File: src/rtl/inst_fetch_buffer.sv
// Instruction fetch stage: owns the fetch PC, issues sequential fixed-latency fetches and queues {pc, inst} for decode.
// Optional macro INST_FETCH_BYPASS_EN lets a response skip the empty queue straight to the output.
module inst_fetch_buffer #(
    parameter int          DEPTH    = 4,
    parameter logic [63:0] RESET_PC = 64'h0
) (
    input  logic                     i_clk,
    input  logic                     i_reset,
    output logic                     o_imem_req,
    output logic [63:0]              o_imem_addr,
    input  logic [31:0]              i_imem_rdata,
    input  logic                     i_redirect,
    input  logic [63:0]              i_redirect_pc,
    output logic                     o_out_valid,
    input  logic                     i_out_ready,
    output logic [31:0]              o_out_inst,
    output logic [63:0]              o_out_pc,
    output logic [$clog2(DEPTH):0]   o_count
);
    localparam int AW = $clog2(DEPTH);
    localparam int CW = AW + 1;

    logic [63:0]   r_fetch_pc;
    logic          r_rsp_valid;
    logic [63:0]   r_rsp_pc;
    logic [AW-1:0] r_wr_ptr;
    logic [AW-1:0] r_rd_ptr;
    logic [CW-1:0] r_count;
    logic [63:0]   r_fifo_pc   [DEPTH];
    logic [31:0]   r_fifo_inst [DEPTH];

    logic [63:0]   w_target;
    logic [CW-1:0] w_occ;
    logic          w_credit;
    logic          w_fifo_nonempty;
    logic          w_push;
    logic          w_pop;

    assign w_target        = i_redirect_pc & ~64'h3;
    // Credit counts the in-flight response but not a same-cycle pop, so the queue can never overflow.
    assign w_occ           = r_count + {{(CW-1){1'b0}}, r_rsp_valid};
    assign w_credit        = w_occ < CW'(DEPTH);
    assign w_fifo_nonempty = (r_count != '0);

    assign o_imem_req  = !i_reset && !i_redirect && w_credit;
    assign o_imem_addr = r_fetch_pc;
    assign o_count     = r_count;

`ifdef INST_FETCH_BYPASS_EN
    logic w_bypass;
    assign w_bypass    = !w_fifo_nonempty && r_rsp_valid;
    assign o_out_valid = (w_fifo_nonempty || r_rsp_valid) && !i_redirect;
    assign o_out_inst  = w_bypass ? i_imem_rdata : r_fifo_inst[r_rd_ptr];
    assign o_out_pc    = w_bypass ? r_rsp_pc     : r_fifo_pc[r_rd_ptr];
    assign w_push      = r_rsp_valid && !(w_bypass && i_out_ready);
    assign w_pop       = o_out_valid && i_out_ready && !w_bypass;
`else
    assign o_out_valid = w_fifo_nonempty && !i_redirect;
    assign o_out_inst  = r_fifo_inst[r_rd_ptr];
    assign o_out_pc    = r_fifo_pc[r_rd_ptr];
    assign w_push      = r_rsp_valid;
    assign w_pop       = o_out_valid && i_out_ready;
`endif

    always_ff @(posedge i_clk) begin
        if (i_reset) begin
            r_fetch_pc  <= RESET_PC;
            r_rsp_valid <= 1'b0;
            r_rsp_pc    <= '0;
            r_wr_ptr    <= '0;
            r_rd_ptr    <= '0;
            r_count     <= '0;
        end else if (i_redirect) begin
            r_fetch_pc  <= w_target;
            r_rsp_valid <= 1'b0;
            r_wr_ptr    <= '0;
            r_rd_ptr    <= '0;
            r_count     <= '0;
        end else begin
            if (o_imem_req) begin
                r_fetch_pc  <= r_fetch_pc + 64'd4;
                r_rsp_valid <= 1'b1;
                r_rsp_pc    <= r_fetch_pc;
            end else begin
                r_rsp_valid <= 1'b0;
            end
            if (w_push) r_wr_ptr <= r_wr_ptr + AW'(1);
            if (w_pop)  r_rd_ptr <= r_rd_ptr + AW'(1);
            case ({w_push, w_pop})
                2'b10:   r_count <= r_count + CW'(1);
                2'b01:   r_count <= r_count - CW'(1);
                default: r_count <= r_count;
            endcase
        end
    end

    always_ff @(posedge i_clk) begin
        if (!i_reset && !i_redirect && w_push) begin
            r_fifo_pc[r_wr_ptr]   <= r_rsp_pc;
            r_fifo_inst[r_wr_ptr] <= i_imem_rdata;
        end
    end

    a_no_overflow: assert property (@(posedge i_clk) disable iff (i_reset || i_redirect)
                                    w_push |-> (r_count < CW'(DEPTH)));

endmodule

File: config.mk
export PLATFORM = sky130hd
export DESIGN_NAME = inst_fetch_buffer
export DESIGN_NICKNAME = d
export VERILOG_FILES = /design/src/rtl/inst_fetch_buffer.sv
export SDC_FILE = /design/constraint.sdc
export NUM_CORES = 1
export LEC_CHECK = 0
export BUFFER_PORTS_ARGS = -buffer_cell sky130_fd_sc_hd__buf_2
export CAP_MARGIN = 15
export CORE_UTILIZATION = 57
export DETAILED_ROUTE_END_ITERATION = 12
export GPL_ROUTABILITY_DRIVEN = 0
export PLACE_DENSITY = 0.79
export SETUP_SLACK_MARGIN = 0.05
export SYNTH_ARGS = -nofsm -noshare
export SYNTH_HDL_FRONTEND = slang
export SYNTH_SLANG_ARGS = --single-unit
File: constraint.sdc
create_clock -name i_clk -period 5.9 [get_ports i_clk]
set_clock_uncertainty 0.1 [all_clocks]
set_input_delay 1.18 -clock i_clk [delete_from_list [all_inputs] [get_ports i_clk]]
set_output_delay 1.18 -clock i_clk [all_outputs]
set_load 0.02 [all_outputs]
Word level (Yosys, flattened, before mapping)
Memory sizes are Yosys's and may differ from the RTL's. A register that Yosys moved wholly into a read port is not among the register bits.
Index checks and enable logic that the tools add are counted.
{"block": "op_classes", "order_cmp": 1, "shifts": 0, "eq_ne": 2, "mux": 10, "n_mul": 0, "div_mod_pow": 0, "addsub": 6, "n_bitwise": 1, "n_reduce_logical": 12}
{"op": "2-to-1 mux 64 bit", "count": 2}
{"op": "adder 64 x 3 -> 64 bit (second input constant)", "count": 1}
{"op": "2-to-1 mux 2 bit", "count": 4}
{"op": "case mux 3 bit (2 select lines)", "count": 1}
{"op": "logical AND 1 bit", "count": 5}
{"op": "adder 2 x 1 -> 2 bit (second input constant)", "count": 2}
{"op": "nonzero test 2 bit", "count": 2}
{"op": "adder 3 x 1 -> 3 bit", "count": 1}
{"op": "adder 3 x 1 -> 3 bit (second input constant)", "count": 1}
{"op": "less-than comparator 3 bit (second input constant)", "count": 1}
{"op": "2-to-1 mux 1 bit", "count": 3}
{"op": "nonzero test 3 bit", "count": 1}
{"op": "subtractor 3 x 1 -> 3 bit (second input constant)", "count": 1}
{"op": "== test 2 x 1 -> 1 bit (second input constant)", "count": 1}
{"op": "== test 2 bit (second input constant)", "count": 1}
{"op": "logical NOT 1 bit", "count": 2}
{"op": "AND reduction 2 bit", "count": 1}
{"op": "OR reduction 2 bit", "count": 1}
{"op": "inverter 1 bit", "count": 1}
{"block": "totals", "mem_count": 2, "regBits": 136, "ram_bits": 384, "latch_bits": 0, "mem_bits_ro": 0}
{"memory": "r_fifo_pc", "depth": 4, "width": 64, "read_ports": 1, "rd_clocked_by_memory_dff": 1, "wr": 1, "line_no": "29", "rtl": "logic [63:0] r_fifo_pc [DEPTH];"}
{"memory": "r_fifo_inst", "depth": 4, "width": 32, "read_ports": 1, "rd_clocked_by_memory_dff": 1, "wr": 1, "line_no": "30", "rtl": "logic [31:0] r_fifo_inst [DEPTH];"}

Longest topological paths before layout
{"block": "depth", "word_depth": 5, "ltp_mapped": 9}

Worst setup path before layout
No wires, ideal clock.
{"block": "synth_path", "kind": "input port to flip-flop", "start": "input i_redirect", "end": "memory r_fifo_inst[0][0] (enable)", "n_path_buf": 1, "setup_time_ns": 0.464, "stages": 3, "required_time_ns": 5.336, "arrival_ns": 3.965, "path_slack_ns": 1.371, "cell_sequence": "clkbuf_1 -> nor2_1 -> and3_1"}
{"block": "synth_between", "elab_chain_len": 5}
{"item": "start, declared", "line_no": "12", "rtl": "input logic i_redirect,"}
{"item": "logical NOT 1 bit", "line_no": "98", "rtl": "if (!i_reset && !i_redirect && w_push) begin"}
{"item": "logical AND 1 bit (2 in a row)", "line_no": "98"}
{"item": "2-to-1 mux 1 bit", "line_no": "98"}
{"item": "2-to-1 mux 1 bit (not written as such)", "line_no": "100", "rtl": "r_fifo_inst[r_wr_ptr] <= i_imem_rdata;"}
{"item": "end, declared", "line_no": "30"}
No other way between the ends.

Worst setup path after layout
{"block": "layout_path", "start": "input i_reset", "end": "output o_imem_req"}
{"block": "layout_between", "elab_chain_len": 3}
{"item": "start, declared", "line_no": "8", "rtl": "input logic i_reset,"}
{"item": "logical NOT 1 bit", "line_no": "45", "rtl": "assign o_imem_req = !i_reset && !i_redirect && w_credit;"}
{"item": "logical AND 1 bit (2 in a row)", "line_no": "45"}
{"item": "end, declared", "line_no": "9", "rtl": "output logic o_imem_req,"}
No other way between the ends.

==> metrics.txt <==
Setup CP Type=input port to primary output; Die Ht=189.5 um; routed vias=12690; hold buffers post-CTS=0; Main synth FF type=edfxtp_1; flop and latch count out of synthesis=510; Port Buffers=258; Gate Count Post-Synth=1322; first-pass GRT wire length=74690 um; clk root buf=clkbuf_16; power density cells=315.2 nW/um^2; Fillers=2437; warnings from Yosys=0; Max Slew Vio Count=0; layout cells sized above 1=29.14%; die extent in x=189.5 um; Netlist cell types=62; Cell Area, Synth=20050 um^2; wirelength, routed=49690 um; fmax=0.2289 GHz; largest net degree at the start of global routing=82; GRT Overall Usage=27.85%; CP Capture Type=primary output; average routed wire per standard cell=23.99 um; Startpoint Class=input port; crit-path cells=buf_4 -> nor2_1 -> nand2_2 -> inv_2 -> buf_2; Final Util=67.73%; GRT overflow=0; Die ar.=35930 um^2; CORE AREA=34540 um^2; Worst Slack Setup Final=1531 ps; # setup viols final=0; unrepaired setup endpoints after global routing=no; dpl ws=1547 ps; Worst Setup SP=i_reset; Worst slew margin=34.91%; outcome=finished clean; max cap viols=0; P_leak=8.325 nW; syn avg cell area=15.16 um^2; FP Rows=68; CP Data Required Time=4620 ps; Worst-Margin Slew=976.4 ps; drc violations=0; CP Max Fanout=68; min Tclk post-route=4369 ps; post-CTS setup buffer count=0; critical path arrival=3090 ps; CP peak stage delay=660 ps; P&R area growth vs syn=16.69%; drt pass-1 iters=5; ys async rst share=0%; clock sink count=510; CTS tree=built; period utilisation layout=74.05%; H-tree Lvls=2; cts bufs inserted=49; initial antenna violation count=12; hold path startpoint=r_rsp_pc[13]; Worst path slowest cell=nor2_1; Fin. Hold Viols=0; clk buf depth=3; Hold WC Path Type=flip-flop to flip-flop; vias in the first global route=12530; clock-pin slew on the worst setup and hold paths=60 ps; Post-DRT Antenna Nets=0; post-cts sizing count=0; setup TNS=0 ps; final net count=1673; Initial Util=58.04%; EDFF count, synth=376; post-synthesis sequential area ratio=69.70%; I/O Pins=265; Worst-Skew Late Latency=590 ps; DP HPWL=29610 um; Post-DP Area=21770 um^2; Design Area, Final=23390 um^2; Via density=6.127; peak supply drop=229.5 uV; RR Startpoint=r_rsp_valid; initial DRC count=1181
==> Yosys cell counts, drive strengths merged, types with 17 or more instances <==
cell type / instances / area [um^2]
and4: 18 / 161.4
mux4: 94 / 2117
inv: 25 / 93.84
edfxtp: 376 / 11290
nand3: 24 / 132.6
and3: 25 / 156.4
nor4: 18 / 125.1
nand2: 175 / 656.9
a311oi: 17 / 148.9
dfxtp: 134 / 2683
nand4: 22 / 152.7
buf: 32 / 150.1
clkbuf: 53 / 198.9
a21oi: 73 / 365.4
a31oi: 17 / 106.4
nor2: 52 / 195.2
==> flip-flops by register name, indices dropped and copies added (netlist names), named ones only <==
| register | cells |
|---|---|
| o_count | 3 |
| o_imem_addr | 62 |
| r_fifo_inst | 128 |
| r_fifo_pc | 248 |
| r_rd_ptr | 2 |
| r_rsp_pc | 62 |
| r_rsp_valid | 1 |
| r_wr_ptr | 2 |
==> cell usage in the layout, fill, tap and decap left out, types with 21 or more instances in the layout <==
master	synthesis	final
edfxtp_1	376	376
buf_2	6	257
nand2_1	175	174
dfxtp_1	134	132
mux4_2	94	94
a21oi_1	73	73
nor2_1	52	52
clkbuf_16	0	49
inv_1	23	23
nand3_1	23	23
and3_1	25	21
nand4_1	21	21
==> final cells by class <==
cell class                 count  area, um^2  area share (%)
antenna                       10       25.02          0.1070
multi-input combinational    705        5665           24.22
timing repair buffer         275        1471           6.289
clock inverter                31       281.5           1.203
tap                          455       569.3           2.433
inverter                      25       93.84          0.4011
clock buffer                  60        1308           5.589
sequential                   510       13980           59.76
==> critical path, delay by kind of cell <==
| kind | cells | cell delay [ps] |
|---|---|---|
| and+or+nand+nor | 2 | 1190 |
| buffers and inverters | 3 | 670 |
==> through the flow <==
step	std cells	hold slack (ps)	total power [mW]
floorplan	1325	360.0	4.192
detailed placement	1969	386.4	4.340
global placement	1969	369.3	4.327
CTS	2060	394.2	7.414
global route	2064	419.6	7.568
finish	2071	398.3	7.375
==> path summary, 6_finish.rpt <==
| check | endpoint | depth (start not counted) | slack [ps] |
|---|---|---|---|
| setup reg to reg | o_imem_addr[7] | 6 | 2440 |
| setup / recovery | o_imem_req | 5 | 1530 |
| hold reg to reg | r_rsp_pc[13] | 2 | 400 |
| hold / removal | r_rsp_pc[13] | 2 | 400 |
==> per-layer routing <==
metal	vias up	part of all wire, %	global-route usage [%]
met3	97	9.0	5.903
li1	5648	-	-
met4	6	3.2	10.20
met1	6320	39	37.56
met2	617	49	44.98
met5	-	0.068	0
==> report_power, final <==
| group | leakage (nW) | total [mW] | switching [mW] | internal (mW) |
|---|---|---|---|---|
| Clock | 0.785 | 3.11 | 1.34 | 1.76 |
| Combinational | 2.67 | 0.308 | 0.200 | 0.108 |
| Sequential | 4.87 | 3.96 | 0.0789 | 3.88 |
==> logic make-up (layout without fill, tap and decap cells) <==
| kind of cell | count (synthesis) | after routing | synth area share [%] |
|---|---|---|---|
| AO/OA/AOI/OAI | 169 | 169 | 5.530 |
| buffers and inverters | 110 | 391 | 2.209 |
| other | 1 | 14 | 0.01871 |
| AND/OR/NAND/NOR | 404 | 404 | 10.25 |
| flip-flops | 510 | 510 | 69.70 |
| multiplexers | 99 | 99 | 10.82 |
| adder cells (fa/ha/maj) | 7 | 7 | 0.4743 |
| XOR/XNOR | 22 | 22 | 0.9986 |
Power figures use the tool's default switching activity.
